## src/rtl/id_ex_stage.sv

```systemverilog
// ID/EX pipeline register: latches RF operands, immediate, indices and control into EX; detects load-use hazards.
// Latency: 1 cycle ID->EX; a load-use hazard costs exactly one bubble (counted, saturating).
// Backpressure: ex_stall holds EX and raises id_stall; flush kills the ID instruction and overrides ex_stall.
// Optional feature: define ID_EX_MEM_BYPASS_EN to add the MEM-stage forwarding inputs for ex_a/ex_b.
module id_ex_stage #(
    parameter int DATA_W = 32,
    parameter int REG_W  = 5,
    parameter int CTRL_W = 8,
    parameter int CNT_W  = 16
) (
    input  logic              clk,
    input  logic              rst,
    input  logic              id_valid,
    input  logic [REG_W-1:0]  id_rs,
    input  logic [REG_W-1:0]  id_rt,
    input  logic [REG_W-1:0]  id_rd,
    input  logic [DATA_W-1:0] id_a,
    input  logic [DATA_W-1:0] id_b,
    input  logic [DATA_W-1:0] id_imm,
    input  logic [CTRL_W-1:0] id_ctrl,
    input  logic              id_mem_read,
    input  logic              id_reg_write,
    input  logic              flush,
    input  logic              ex_stall,
`ifdef ID_EX_MEM_BYPASS_EN
    input  logic              mem_reg_write,
    input  logic [REG_W-1:0]  mem_rd,
    input  logic [DATA_W-1:0] mem_data,
`endif
    output logic              id_stall,
    output logic              ex_valid,
    output logic [REG_W-1:0]  ex_rs,
    output logic [REG_W-1:0]  ex_rt,
    output logic [REG_W-1:0]  ex_rd,
    output logic [DATA_W-1:0] ex_a,
    output logic [DATA_W-1:0] ex_b,
    output logic [DATA_W-1:0] ex_imm,
    output logic [CTRL_W-1:0] ex_ctrl,
    output logic              ex_mem_read,
    output logic              ex_reg_write,
    output logic [CNT_W-1:0]  bubble_cnt
);

    logic              r_ex_valid;
    logic [REG_W-1:0]  r_ex_rs;
    logic [REG_W-1:0]  r_ex_rt;
    logic [REG_W-1:0]  r_ex_rd;
    logic [DATA_W-1:0] r_ex_a;
    logic [DATA_W-1:0] r_ex_b;
    logic [DATA_W-1:0] r_ex_imm;
    logic [CTRL_W-1:0] r_ex_ctrl;
    logic              r_ex_mem_read;
    logic              r_ex_reg_write;
    logic [CNT_W-1:0]  r_bubble_cnt;

    logic              w_load_use;
    logic              w_kill;
    logic              w_cnt_sat;
    logic [DATA_W-1:0] w_a_next;
    logic [DATA_W-1:0] w_b_next;

    // A load in EX whose destination feeds the ID instruction; register 0 never hazards.
    assign w_load_use = r_ex_valid & r_ex_mem_read & id_valid & (r_ex_rd != '0) &
                        ((r_ex_rd == id_rs) | (r_ex_rd == id_rt));

    // Front-end freeze; a flush discards the ID instruction so there is nothing to hold.
    assign id_stall = rst & ~flush & (ex_stall | w_load_use);

    // Bubble into EX on flush, or on a hazard when EX is free to advance.
    assign w_kill = flush | (~ex_stall & w_load_use);

    assign w_cnt_sat = &r_bubble_cnt;

`ifdef ID_EX_MEM_BYPASS_EN
    // Forward the MEM-stage result over the stale RF read when indices match.
    assign w_a_next = (mem_reg_write && (mem_rd != '0) && (mem_rd == id_rs)) ? mem_data : id_a;
    assign w_b_next = (mem_reg_write && (mem_rd != '0) && (mem_rd == id_rt)) ? mem_data : id_b;
`else
    assign w_a_next = id_a;
    assign w_b_next = id_b;
`endif

    // EX register: reset/bubble clears, stall holds, otherwise load from ID.
    always_ff @(posedge clk) begin
        if (!rst || w_kill) begin
            r_ex_valid     <= 1'b0;
            r_ex_rs        <= '0;
            r_ex_rt        <= '0;
            r_ex_rd        <= '0;
            r_ex_a         <= '0;
            r_ex_b         <= '0;
            r_ex_imm       <= '0;
            r_ex_ctrl      <= '0;
            r_ex_mem_read  <= 1'b0;
            r_ex_reg_write <= 1'b0;
        end else if (!ex_stall) begin
            r_ex_valid     <= id_valid;
            r_ex_rs        <= id_rs;
            r_ex_rt        <= id_rt;
            r_ex_rd        <= id_rd;
            r_ex_a         <= w_a_next;
            r_ex_b         <= w_b_next;
            r_ex_imm       <= id_imm;
            r_ex_ctrl      <= id_valid ? id_ctrl : '0;
            r_ex_mem_read  <= id_valid & id_mem_read;
            r_ex_reg_write <= id_valid & id_reg_write;
        end
    end

    // Count load-use bubbles only when they are actually inserted; saturate at all-ones.
    always_ff @(posedge clk) begin
        if (!rst) begin
            r_bubble_cnt <= '0;
        end else if (!flush && !ex_stall && w_load_use && !w_cnt_sat) begin
            r_bubble_cnt <= r_bubble_cnt + {{(CNT_W-1){1'b0}}, 1'b1};
        end
    end

    assign ex_valid     = r_ex_valid;
    assign ex_rs        = r_ex_rs;
    assign ex_rt        = r_ex_rt;
    assign ex_rd        = r_ex_rd;
    assign ex_a         = r_ex_a;
    assign ex_b         = r_ex_b;
    assign ex_imm       = r_ex_imm;
    assign ex_ctrl      = r_ex_ctrl;
    assign ex_mem_read  = r_ex_mem_read;
    assign ex_reg_write = r_ex_reg_write;
    assign bubble_cnt   = r_bubble_cnt;

endmodule
```

## config.mk

```make
export PLATFORM = sky130hd
export DESIGN_NAME = id_ex_stage
export DESIGN_NICKNAME = d
export VERILOG_FILES = /design/src/rtl/id_ex_stage.sv
export SDC_FILE = /design/constraint.sdc
export NUM_CORES = 1
export LEC_CHECK = 0
export CAP_MARGIN = 10
export CORE_ASPECT_RATIO = 2
export CORE_UTILIZATION = 35
export DETAILED_ROUTE_END_ITERATION = 12
export PLACE_DENSITY_LB_ADDON = 0.1
export SETUP_SLACK_MARGIN = 0.1
export SLEW_MARGIN = 25
export SYNTH_ARGS = -nofsm -noshare
export SYNTH_HDL_FRONTEND = slang
export SYNTH_SLANG_ARGS = --single-unit
export TNS_END_PERCENT = 10
```

## constraint.sdc

```tcl
create_clock -name clk -period 1.9 [get_ports clk]
set_input_delay 0.38 -clock clk [delete_from_list [all_inputs] [get_ports clk]]
set_output_delay 0.38 -clock clk [all_outputs]
set_load 0.02 [all_outputs]
```

==> results.cfg, run 1 <==
[die]
die_x_um = 88.5
die_area_sq_um = 15500
start_util_pct = 36.1
ios = 265
die_h_um = 175
core_area_sq_um = 14500
rows = 62

[flow_run]
maxCapViolCount = 0

[min_path]
hold_depth = 5
hold_path.class = input port to flop
hold_path_end = bubble_cnt[8]$_SDFFE_PN0P_
hp-start = ex_stall

[routing]
drt-total-wl_mm = 17.7
vias = 4869
ant_nets = 0
post_drt_wl_per_cell_um = 17.3
firstDrtPassIters = 4
drtIter0Drc = 102
drc = 0
avgViaCountPerCell = 4.78

[pwr]
p_leak_nw = 4.43
powerDensity_nw_per_um2 = 764
ir_worst_vdd_mv = 0.642
power_w = 0.00734

[clock_tree]
h-tree-depth = 4
cts_max_path_buffers = 2
cts_buffers = 17
cts_hold_buf = 0
clock_sinks = 138
insertion_delay_ps = 420
cts_tree = yes
clk_pin_slew_ps = 60
root_buffer = clkbuf_16

[setup_path]
cp_max_fo = 11
cp.arrival_ps = 2660
rr_endpoint = ex_a[25]$_SDFFE_PP0N_
r2r_slack_ps = -420
path_class = flop to flop
r2r_cells = 8
endpoint_kind = flop
cp-start-kind = flop
cp.required_ps = 2240
r2r_start = ex_rd[3]$_SDFFE_PP0N_

[timing]
grt_setup_unrepaired = true
setup_ws_ps = -417
setup-violations-final = 139
clock_skew_ps = 8.99
slew_headroom_pct = 66.0
max_freq_mhz = 432
fin_crit_sh_pct = 122
finalHoldViolations = 0
worst_pin_slew_ps = 509
fin_crit_ps = 2320
maxSlewViolCount = 0
timing.hold.ws_ps = 485

[finish]
drive_above_1_share_pct = 20.7
fillers = 1188
final_nets = 943
area_growth_syn_to_layout_pct = 83.6
diodes = 0

[outcome]
status = finished, violations left
violations = setup timing

[placed_design]
place_congestion = 0.800
io_buffers = 264
post-dp-hpwl_mm = 11.9

[global_routing]
grtUsageTotal_pct = 22.2
gr-total-overflow = 0
first_global_vias = 5126
antenna_found_initial = 0
grt_max_degree = 71
grt_pass1_wl_mm = 25.6

[logic_synthesis]
yosysTopAreaCell = dfxtp_1
ys_top_cells_by_area = dfxtp_1 53%, mux2i_1 22%, nor2_1 8.7%
synth_flop_cell = dfxtp_1
async_flop_share_pct = 0
synth_top_area_share_pct = 52.8
synth_area_sq_um = 5240
synthTopCellsByCount = 138 x dfxtp_1, 122 x nor2_1, 114 x mux2i_1
synth_fp_nets = 637
synth_cell_types = 33
yosys_warnings = 0
yosysMostFrequentCell = dfxtp_1
syn_area_per_cell_sq_um = 10.3
yosysSeqAreaShare_pct = 52.8
synthCells = 510
synth_edf_count = 0
synth-seq-cells = 138
-- registers in the layout, indices dropped and copies added, names as in the netlist --
register and cells:
ex_reg_write 1, ex_valid 1, ex_rd 5, ex_imm 32, ex_rs 5, ex_rt 5
ex_ctrl 8, ex_b 32, ex_a 32, bubble_cnt 16, ex_mem_read 1
-- cell type report --
class / count / area [sq um] / share of cell area (%)
Timing Repair Buffer: 318 / 3400 / 35.4
Tap cell: 192 / 240 / 2.50
Inverter: 5 / 18.8 / 0.195
Clock buffer: 19 / 453 / 4.71
Multi-Input combinational cell: 336 / 2580 / 26.9
Sequential cell: 138 / 2790 / 29.0
Clock inverter: 11 / 123 / 1.28
-- layout by cell type, fill, tap and decap left out, types with 2 or more instances in the layout --
master and count:
a21oi_1 6, a21oi_2 2, a22oi_1 10, and3_1 3, buf_12 6, buf_16 4, buf_4 33, buf_6 5
bufbuf_16 3, bufinv_16 2, clkbuf_16 21, clkbuf_8 2, clkdlybuf4s50_1 207, clkinv_2 3, clkinvlp_4 4, dfxtp_1 127
dfxtp_2 6, dfxtp_4 5, dlygate4sd2_1 28, dlymetal6s2s_1 27, inv_1 4, mux2i_1 114, nand2_1 9, nand2b_1 2
nand3_1 9, nand4_1 6, nor2_1 72, nor2_2 39, nor2_4 21, nor4_4 2, o21ai_0 5, or3_1 4
or4_1 2, xnor2_1 10, xor2_1 6
-- timing repair --
action                                  4_1_cts  5_1_grt
setup buffers                                 2        3
cloned                                        6        7
pin swaps                                    15       17
endpoints found under the setup margin      166      166
endpoints found under the hold margin         0        0
resized for setup                            66       79
-- metrics by stage --
step / instances / setup TNS, ps / worst slack [ps] / util, % / cell area, sq um
2_1_floorplan: 510 / -11620 / -117 / - / 5330
3_3_place_gp: 971 / -52820 / -662 / 57.5 / 8350
3_5_place_dp: 971 / -53790 / -691 / 57.5 / 8350
4_1_cts: 1009 / -42240 / -397 / 63.5 / 9210
5_1_grt: 1019 / -56990 / -491 / 66.2 / 9610
6_report: 1019 / -46250 / -417 / 66.2 / 9610
-- where the power goes --
| part | leakage [nW] | internal (W) | switching (W) | total (W) |
|---|---|---|---|---|
| logic | 3.03 | 0.000613 | 0.000470 | 0.00108 |
| clock network | 0.273 | 0.00198 | 0.00126 | 0.00324 |
| registers | 1.13 | 0.00297 | 0.0000451 | 0.00302 |
-- per-layer routing --
metal  share of wire (%)  GRT usage, %  vias up
met5                   0             0        -
met4                 2.3          8.00        0
met3                 6.9          7.42       24
met2                  58          43.3      186
met1                  33          20.1     2319
li1                    -             -     2340
-- worst max-delay path, cell delays in order (launching register included) --
cell,delay [ps]
dfxtp_2,320
or4_4,540
o2111ai_4,230
inv_2,70
buf_6,110
a311o_2,490
buf_4,220
buf_16,150
nor2_1,110
-- worst max path at each step --
stage                     startpoint                endpoint  slack, ps  cells past startpoint
6_report       ex_rd[3]$_SDFFE_PP0N_   ex_a[25]$_SDFFE_PP0N_       -420                      8
3_5_place_dp                id_rs[0]                id_stall       -690                      7
4_1_cts        ex_rd[3]$_SDFFE_PP0N_                id_stall       -400                      6
3_3_place_gp                id_rs[4]                id_stall       -660                      7
2_1_floorplan  ex_rd[2]$_SDFFE_PP0N_  ex_imm[0]$_SDFFE_PP0N_       -120                      8
5_1_grt        ex_rd[3]$_SDFFE_PP0N_                id_stall       -490                      6
-- kinds of logic (layout without fill, tap and decap cells) --
| group | count (synthesis) | after routing | share of synthesized area [%] |
|---|---|---|---|
| DFF | 138 | 138 | 52.8 |
| muxes | 114 | 114 | 21.8 |
| and+or+nand+nor | 176 | 176 | 14.5 |
| buffers and inverters | 36 | 353 | 3.90 |
| xor gates and xnor gates | 16 | 16 | 2.68 |
| AOI/OAI and AO/OA | 29 | 29 | 4.09 |
| adders and majority gates | 1 | 1 | 0.239 |
No activity file was read; power rests on OpenSTA's default activity.
==> run 2: changes to the inputs <==
--- a/config.mk
+++ b/config.mk
@@ -11,7 +11,7 @@
 export DETAILED_ROUTE_END_ITERATION = 12
 export PLACE_DENSITY_LB_ADDON = 0.1
 export SETUP_SLACK_MARGIN = 0.1
-export SLEW_MARGIN = 25
+export SLEW_MARGIN = 0
 export SYNTH_ARGS = -nofsm -noshare
 export SYNTH_HDL_FRONTEND = slang
 export SYNTH_SLANG_ARGS = --single-unit
==> results of run 2 <==
Final layout, timing and power as in run 1 (identical DEF).
==> run 3: changes to the inputs <==
--- a/config.mk
+++ b/config.mk
@@ -5,6 +5,7 @@
 export SDC_FILE = /design/constraint.sdc
 export NUM_CORES = 1
 export LEC_CHECK = 0
+export ABC_AREA = 0
 export CAP_MARGIN = 10
 export CORE_ASPECT_RATIO = 2
 export CORE_UTILIZATION = 35
==> results of run 3 <==
Final layout, timing and power as in run 1 (identical DEF).
